===== src/rtl/imager_roi_crop_if.sv =====
// Pixel stream bundle for imager_roi_crop: raw imager stream in, cropped stream out.
// master: the side that drives in_* and receives out_*; slave: the crop block.
interface imager_roi_crop_if #(
  parameter int DATA_WIDTH = 10
);
  logic [DATA_WIDTH-1:0] in_dat;
  logic                  in_fv;
  logic                  in_lv;
  logic [DATA_WIDTH-1:0] out_dat;
  logic                  out_fv;
  logic                  out_lv;

  modport master (
    output in_dat, in_fv, in_lv,
    input  out_dat, out_fv, out_lv
  );

  modport slave (
    input  in_dat, in_fv, in_lv,
    output out_dat, out_fv, out_lv
  );
endinterface


===== src/rtl/imager_roi_crop.sv =====
// imager_roi_crop: passes a programmable rectangular ROI of the imager stream with
// one cycle of latency, blanks everything else, and measures each frame's geometry.
// Optional build macro IMAGER_ROI_CROP_DECIMATE_EN keeps every other 2x2 Bayer quad
// inside the ROI; when undefined every ROI pixel passes.
module imager_roi_crop #(
  parameter int DATA_WIDTH     = 10,
  parameter int NUM_ROWS_WIDTH = 12,
  parameter int NUM_COLS_WIDTH = 12
) (
  input  logic                      clk,
  input  logic                      reset_n,
  input  logic                      enable,
  input  logic [NUM_ROWS_WIDTH-1:0] roi_row_start,
  input  logic [NUM_ROWS_WIDTH-1:0] roi_rows,
  input  logic [NUM_COLS_WIDTH-1:0] roi_col_start,
  input  logic [NUM_COLS_WIDTH-1:0] roi_cols,
  imager_roi_crop_if.slave          pix,
  output logic [NUM_ROWS_WIDTH-1:0] meas_rows,
  output logic [NUM_COLS_WIDTH-1:0] meas_cols,
  output logic                      meas_valid,
  output logic                      frame_err
);
  localparam int NR = NUM_ROWS_WIDTH;
  localparam int NC = NUM_COLS_WIDTH;
  localparam logic [NR-1:0] ROW_ONE = NR'(1);
  localparam logic [NC-1:0] COL_ONE = NC'(1);

  typedef enum logic [1:0] {ST_ARM, ST_WAIT, ST_FRAME} state_t;
  state_t r_state, w_state_nxt;

  logic [NC-1:0] r_col, r_width, r_cs, r_cols;
  logic [NR-1:0] r_row, r_rs, r_rows;
  logic          r_have_w, r_mism, r_lv_d;
  logic [DATA_WIDTH-1:0] r_out_dat;
  logic          r_out_fv, r_out_lv;
  logic [NR-1:0] r_meas_rows;
  logic [NC-1:0] r_meas_cols;
  logic          r_meas_valid, r_frame_err;

  logic          w_start, w_in_frame, w_end, w_active, w_lv_fall;
  logic [NC-1:0] w_col, w_cs, w_cols, w_col_nxt;
  logic [NR-1:0] w_row, w_rs, w_rows, w_row_nxt, w_end_rows;
  logic [NC:0]   w_col_end;
  logic [NR:0]   w_row_end;
  logic          w_hit, w_dec_ok, w_end_err;

  // Frame qualifiers; the fv rising cycle already belongs to the frame so a pixel on it is not lost.
  assign w_start    = enable && (r_state == ST_WAIT)  &&  pix.in_fv;
  assign w_in_frame = enable && (r_state == ST_FRAME) &&  pix.in_fv;
  assign w_end      = enable && (r_state == ST_FRAME) && !pix.in_fv;
  assign w_active   = w_start || w_in_frame;
  assign w_lv_fall  = w_in_frame && r_lv_d && !pix.in_lv;

  // On the start cycle use freshly cleared counters and the live ROI inputs.
  assign w_col  = w_start ? '0 : r_col;
  assign w_row  = w_start ? '0 : r_row;
  assign w_rs   = w_start ? roi_row_start : r_rs;
  assign w_rows = w_start ? roi_rows      : r_rows;
  assign w_cs   = w_start ? roi_col_start : r_cs;
  assign w_cols = w_start ? roi_cols      : r_cols;

  assign w_row_end = {1'b0, w_rs} + {1'b0, w_rows};
  assign w_col_end = {1'b0, w_cs} + {1'b0, w_cols};

`ifdef IMAGER_ROI_CROP_DECIMATE_EN
  logic [NC-1:0] w_col_off;
  logic [NR-1:0] w_row_off;
  assign w_col_off = w_col - w_cs;
  assign w_row_off = w_row - w_rs;
  assign w_dec_ok  = ~w_col_off[1] & ~w_row_off[1];
`else
  assign w_dec_ok  = 1'b1;
`endif

  assign w_hit = w_active && pix.in_lv && w_dec_ok &&
                 (w_row >= w_rs) && ({1'b0, w_row} < w_row_end) &&
                 (w_col >= w_cs) && ({1'b0, w_col} < w_col_end);

  // An unterminated last line still counts as a row and marks the frame malformed.
  assign w_end_rows = (r_lv_d && !(&r_row)) ? r_row + ROW_ONE : r_row;
  assign w_end_err  = r_mism || r_lv_d ||
                      (({1'b0, r_rs} + {1'b0, r_rows}) > {1'b0, w_end_rows}) ||
                      (({1'b0, r_cs} + {1'b0, r_cols}) > {1'b0, r_width});

  // Saturating next values of the column and row counters.
  always_comb begin
    w_col_nxt = w_col;
    w_row_nxt = w_row;
    if (pix.in_lv) begin
      if (!(&w_col)) w_col_nxt = w_col + COL_ONE;
    end else if (w_lv_fall) begin
      w_col_nxt = '0;
      if (!(&w_row)) w_row_nxt = w_row + ROW_ONE;
    end
  end

  // State register.
  always_ff @(posedge clk or negedge reset_n) begin
    if (!reset_n) r_state <= ST_ARM;
    else          r_state <= w_state_nxt;
  end

  // Next state: arm on fv low, open a frame on fv rise, close it on fv fall.
  always_comb begin
    w_state_nxt = r_state;
    if (!enable) begin
      w_state_nxt = ST_ARM;
    end else begin
      case (r_state)
        ST_ARM:   if (!pix.in_fv) w_state_nxt = ST_WAIT;
        ST_WAIT:  if (pix.in_fv)  w_state_nxt = ST_FRAME;
        ST_FRAME: if (!pix.in_fv) w_state_nxt = ST_WAIT;
        default:  w_state_nxt = ST_ARM;
      endcase
    end
  end

  // Counters, ROI shadow, line-width tracking, output and measurement registers.
  always_ff @(posedge clk or negedge reset_n) begin
    if (!reset_n) begin
      r_col <= '0; r_row <= '0; r_width <= '0; r_have_w <= 1'b0; r_mism <= 1'b0; r_lv_d <= 1'b0;
      r_rs <= '0; r_rows <= '0; r_cs <= '0; r_cols <= '0;
      r_out_dat <= '0; r_out_fv <= 1'b0; r_out_lv <= 1'b0;
      r_meas_rows <= '0; r_meas_cols <= '0; r_meas_valid <= 1'b0; r_frame_err <= 1'b0;
    end else if (!enable) begin
      r_col <= '0; r_row <= '0; r_lv_d <= 1'b0;
      r_out_dat <= '0; r_out_fv <= 1'b0; r_out_lv <= 1'b0;
      r_meas_valid <= 1'b0;
    end else begin
      r_lv_d       <= pix.in_lv;
      r_out_fv     <= w_active;
      r_out_lv     <= w_hit;
      r_out_dat    <= w_hit ? pix.in_dat : '0;
      r_meas_valid <= w_end;
      if (w_start) begin
        r_rs <= roi_row_start; r_rows <= roi_rows;
        r_cs <= roi_col_start; r_cols <= roi_cols;
        r_width <= '0; r_have_w <= 1'b0; r_mism <= 1'b0;
      end
      if (w_active) begin
        r_col <= w_col_nxt;
        r_row <= w_row_nxt;
      end
      if (w_lv_fall) begin
        if (!r_have_w) begin
          r_width  <= r_col;
          r_have_w <= 1'b1;
        end else if (r_col != r_width) begin
          r_mism <= 1'b1;
        end
      end
      if (w_end) begin
        r_meas_rows <= w_end_rows;
        r_meas_cols <= r_width;
        r_frame_err <= w_end_err;
        r_col <= '0;
        r_row <= '0;
      end
    end
  end

  assign pix.out_dat = r_out_dat;
  assign pix.out_fv  = r_out_fv;
  assign pix.out_lv  = r_out_lv;
  assign meas_rows   = r_meas_rows;
  assign meas_cols   = r_meas_cols;
  assign meas_valid  = r_meas_valid;
  assign frame_err   = r_frame_err;
endmodule


===== src/flat_wrapper.sv =====
// flat-port wrapper written by rule: the top's interface ports become plain ports
module imager_roi_crop_flat 
#(
  parameter int DATA_WIDTH     = 10,
  parameter int NUM_ROWS_WIDTH = 12,
  parameter int NUM_COLS_WIDTH = 12
)
  (clk, reset_n, enable, roi_row_start, roi_rows, roi_col_start, roi_cols, meas_rows, meas_cols, meas_valid, frame_err, pix_in_dat, pix_in_fv, pix_in_lv, pix_out_dat, pix_out_fv, pix_out_lv);
  imager_roi_crop_if #(.DATA_WIDTH(DATA_WIDTH)) pix_i ();
  input  logic clk;
  input  logic reset_n;
  input  logic enable;
  input  logic [NUM_ROWS_WIDTH-1:0] roi_row_start;
  input  logic [NUM_ROWS_WIDTH-1:0] roi_rows;
  input  logic [NUM_COLS_WIDTH-1:0] roi_col_start;
  input  logic [NUM_COLS_WIDTH-1:0] roi_cols;
  output logic [NUM_ROWS_WIDTH-1:0] meas_rows;
  output logic [NUM_COLS_WIDTH-1:0] meas_cols;
  output logic meas_valid;
  output logic frame_err;
  input wire logic [$bits(pix_i.in_dat)-1:0] pix_in_dat;
  input wire logic [$bits(pix_i.in_fv)-1:0] pix_in_fv;
  input wire logic [$bits(pix_i.in_lv)-1:0] pix_in_lv;
  output wire logic [$bits(pix_i.out_dat)-1:0] pix_out_dat;
  output wire logic [$bits(pix_i.out_fv)-1:0] pix_out_fv;
  output wire logic [$bits(pix_i.out_lv)-1:0] pix_out_lv;
  assign pix_i.in_dat = pix_in_dat;
  assign pix_i.in_fv = pix_in_fv;
  assign pix_i.in_lv = pix_in_lv;
  assign pix_out_dat = pix_i.out_dat;
  assign pix_out_fv = pix_i.out_fv;
  assign pix_out_lv = pix_i.out_lv;
  imager_roi_crop #(.DATA_WIDTH(DATA_WIDTH), .NUM_ROWS_WIDTH(NUM_ROWS_WIDTH), .NUM_COLS_WIDTH(NUM_COLS_WIDTH)) u_core (.clk(clk), .reset_n(reset_n), .enable(enable), .roi_row_start(roi_row_start), .roi_rows(roi_rows), .roi_col_start(roi_col_start), .roi_cols(roi_cols), .pix(pix_i), .meas_rows(meas_rows), .meas_cols(meas_cols), .meas_valid(meas_valid), .frame_err(frame_err));
endmodule

===== config.mk =====
export PLATFORM = sky130hd
export DESIGN_NAME = imager_roi_crop_flat
export DESIGN_NICKNAME = d
export VERILOG_FILES = /design/src/rtl/imager_roi_crop_if.sv /design/src/rtl/imager_roi_crop.sv /design/src/flat_wrapper.sv
export SDC_FILE = /design/constraint.sdc
export NUM_CORES = 1
export LEC_CHECK = 0
export CAP_MARGIN = 30
export CORE_ASPECT_RATIO = 1.2
export CORE_UTILIZATION = 60
export CTS_BUF_LIST = sky130_fd_sc_hd__clkbuf_4 sky130_fd_sc_hd__clkbuf_8 sky130_fd_sc_hd__clkbuf_16
export DETAILED_ROUTE_END_ITERATION = 6
export PLACE_DENSITY_LB_ADDON = 0.05
export SLEW_MARGIN = 20
export SYNTH_ARGS = -nofsm -noshare
export SYNTH_HDL_FRONTEND = slang
export SYNTH_SLANG_ARGS = --single-unit

===== constraint.sdc =====
create_clock -name clk -period 8.9 [get_ports clk]
set_input_delay 1.335 -clock clk [delete_from_list [all_inputs] [get_ports clk]]
set_output_delay 1.335 -clock clk [all_outputs]
set_load 0.01 [all_outputs]

==> results.json <==
{
  "status": "completed",
  "ys_seq_elements": 127,
  "reg2reg_slack_ps": 3970,
  "leakagePower_uw": 0.00562,
  "grt_overflow_total": 0,
  "wire_per_inst_um": 16.7,
  "h-tree-depth": 4,
  "worst_pin_slew_ps": 797,
  "syn_inst": 1101,
  "avgSynthCellArea_um2": 8.50,
  "die_area_mm2": 0.0161,
  "layout_min_cycle_time_ps": 5940,
  "power_switching_uw": 903,
  "slew_headroom_pct": 46.9,
  "p_total_uw": 2420,
  "hp-class": "flip-flop to flip-flop",
  "fin_tns_setup_ps": 0,
  "hpwl_mm": 18.4,
  "endpoint_kind": "flip-flop",
  "fp-row-count": 49,
  "vias_per_cell": 5.78,
  "cts-resized-gates": 0,
  "syn2layout_area_growth_pct": 19.4,
  "synth-seq-area-share_pct": 34.0,
  "finalSetupViolCount": 0,
  "peakVddDrop_mv": 0.141,
  "hold_buffers": 0,
  "route.detailed.drc": 0,
  "core_mm2": 0.0151,
  "timing.critical_path.buf_inv": 3,
  "worst_hold_path.num_cells": 1,
  "slew_viol_final": 0,
  "cpLargestDelayFamily": "compound AO/OA/AOI/OAI gates",
  "synth_ff_type": "dfrtp_1",
  "grtUsageTotal_pct": 31.1,
  "wl_mm": 23.7,
  "hold_end": "u_core.r_mism$_DFFE_PN0P_",
  "place.gp.congestion": 0.918,
  "dr_total_vias": 8176,
  "antenna_found_initial": 0,
  "hold_violations": 0,
  "holdWs_ps": 500,
  "io-pin-count": 101,
  "clkSinkCount": 127,
  "clock_latency_ps": 440,
  "die_h_um": 139,
  "critPathSlowestCell": "and4b_2",
  "grt_pass1_vias": 7914,
  "yosys_warnings": 0,
  "clockRootBuffer": "clkbuf_16",
  "start_kind": "primary input",
  "pwr-share-seq_pct": 29.2,
  "postLayoutCoreUtil_pct": 74.1,
  "fin_crit_sh_pct": 66.8,
  "worstRegToRegCells": 18,
  "fin_nets": 1386,
  "clock_power_share_pct": 29.1,
  "arrival_ps": 6280,
  "fillers": 1222,
  "async_flop_share_pct": 100,
  "firstDrtPassIters": 5,
  "rr_endpoint": "u_core.pix.out_dat[1]$_DFF_PN0_",
  "comb_power_share_pct": 41.7,
  "internal_power_uw": 1520,
  "max_cap_violations": 0,
  "path_class": "primary input to flip-flop",
  "syn_nets": 1289,
  "required_ps": 9240,
  "postPlaceCellArea_mm2": 0.0105,
  "path_max_fanout": 39,
  "io_buffer_count": 100,
  "n_antenna_cell": 0,
  "synth.distinct_cells": 65,
  "drt_iter0_drc": 551,
  "crit_chain": "clkdlybuf4s50_1 -> and4b_2 -> buf_4 -> nand2_1 -> nand2_1 -> ha_1 -> a21oi_1 -> nor2b_1 -> o21ai_0 -> a21oi_1 -> a41o_1 -> o41ai_1 -> xor2_1 -> ha_1 -> nor2b_1 -> o311ai_1 -> a31oi_1 -> clkbuf_4 -> nor3b_1",
  "ant_nets": 0,
  "post_cts_buffers": 0,
  "synth.cell_area_mm2": 0.00935,
  "power_switching_share_pct": 37.3,
  "path_clk_slew_ps": 60,
  "start_util_pct": 62.0,
  "cts_tree": "built",
  "rsz0062_at_grt": "false",
  "fmax_ghz": 0.168,
  "slowest_delay_ps": 810,
  "cp.depth": 19,
  "cts_made_buffers": 17,
  "drive_gt1_share_pct": 5.45,
  "grt_pass1_wl_mm": 38.5,
  "final_area_mm2": 0.0112,
  "worstReg2RegStart": "u_core.r_state[1]$_DFFE_PN0P_",
  "fp.dieW_um": 116,
  "synth_edf_count": 0,
  "grt_max_degree": 70,
  "skew_ps": 10.4,
  "power-per-cell-area_mw_per_mm2": 217,
  "min_from": "u_core.r_mism$_DFFE_PN0P_",
  "cts.path.max_buffers": 2
}
==> through the flow <==
step | std cells | setup slack, ps
final | 1415 | 2960
after global routing | 1415 | 2510
after CTS | 1412 | 2720
after detailed placement | 1380 | 2300
after global placement | 1379 | 2000
after floorplan | 1101 | 3310
==> cell usage in the layout (no fill, tap or decap), drive strengths merged, types with 4 or more instances in the layout <==
cell / n
dfrtp: 127
nand3: 31
nor4: 10
inv: 70
o31ai: 13
nor3: 15
o211ai: 7
mux2: 14
a21o: 16
a31oi: 11
o21a: 12
ha: 121
xor2: 39
buf: 9
and3: 5
and2: 16
fa: 4
a21oi: 66
and4: 5
xnor2: 25
nand4: 10
mux2i: 5
nand2b: 6
clkdlybuf4s50: 99
nor2b: 18
nor3b: 11
nor2: 62
o21ai: 46
o21bai: 6
a211oi: 10
clkbuf: 19
o31a: 4
nand2: 259
==> per-layer routing <==
layer  routed length, um  GRT usage (%)  up-vias
met5                   0              0        -
met4                 887           13.8        0
met3                 820           5.42       60
met2               12400           55.1      218
met1                9540           36.2     3858
li1                    -              -     4040
==> power by group through the flow <==
stage	Clock [uW]	Sequential, uW	Combinational [uW]
4_1_cts	712	707	1010
2_1_floorplan	0	713	699
6_report	705	707	1010
3_5_place_dp	0	717	998
5_1_grt	738	714	1140
3_3_place_gp	0	715	968
==> synth_stat cells, types with 11 or more instances <==
cell,number,share of area (%)
nor3_1,14,0.75
xor2_1,39,3.7
clkbuf_1,22,0.88
and2_1,14,0.94
a21o_1,16,1.3
mux2_2,14,1.7
nor3b_1,11,0.88
xnor2_1,25,2.3
ha_1,121,16
nor2_1,62,2.5
o31ai_1,13,1.0
inv_1,58,2.3
o21ai_0,41,2.2
dfrtp_1,127,34
nor2b_1,18,1.2
nand2_1,259,10
a21oi_1,66,3.5
o21a_1,12,0.96
nand3_1,30,1.6
==> kinds of logic after synthesis <==
group | after synthesis | synth area share [%]
adder cells (fa/ha/maj) | 125 | 17.0
AND/OR/NAND/NOR | 457 | 22.0
flip-flops | 127 | 34.0
multiplexers | 19 | 2.22
XOR/XNOR | 64 | 5.99
buffers and inverters | 91 | 3.77
AO/OA/AOI/OAI | 218 | 15.0
==> layout make-up <==
cell class,instances,area [um^2],share of cell area (%)
timing repair buffer,110,1100,9.82
clock inverter,15,165,1.48
multi-input combinational,883,5830,52.2
sequential,127,3180,28.5
clock buffer,17,425,3.81
tap,204,255,2.29
inverter,59,221,1.98
==> state kept, by name (all words and copies together) (netlist names), named ones only <==
name                cells
u_core.r_col           12
u_core.r_have_w         1
u_core.r_row           12
u_core.r_cols          12
u_core.r_cs            12
u_core.r_width         12
u_core.meas_cols       12
u_core.frame_err        1
u_core.r_rs            11
u_core.r_rows          12
u_core.meas_valid       1
u_core.r_lv_d           1
u_core.pix.out_lv       1
u_core.pix.out_fv       1
u_core.meas_rows       12
u_core.pix.out_dat     10
u_core.r_state          2
u_core.r_mism           1
==> worst register-to-register path: cells and delay by family, from the launching register on <==
kind	cells	cell delay, ps
AOI/OAI and AO/OA	7	1540
adders and majority gates	2	500
DFF	1	450
buffers and inverters	2	620
xor gates and xnor gates	1	180
and+or+nand+nor	6	1540
==> worst max path at each step <==
stage                          from                               to  slack, ps
after floorplan           pix_in_fv  u_core.pix.out_dat[0]$_DFF_PN0_       3310
after global placement       enable  u_core.pix.out_dat[3]$_DFF_PN0_       2000
after detailed placement     enable  u_core.pix.out_dat[2]$_DFF_PN0_       2300
after CTS                    enable  u_core.pix.out_dat[2]$_DFF_PN0_       2720
after global routing         enable  u_core.pix.out_dat[3]$_DFF_PN0_       2510
final                        enable  u_core.pix.out_dat[1]$_DFF_PN0_       2960
No activity file was read; power rests on OpenSTA's default activity.
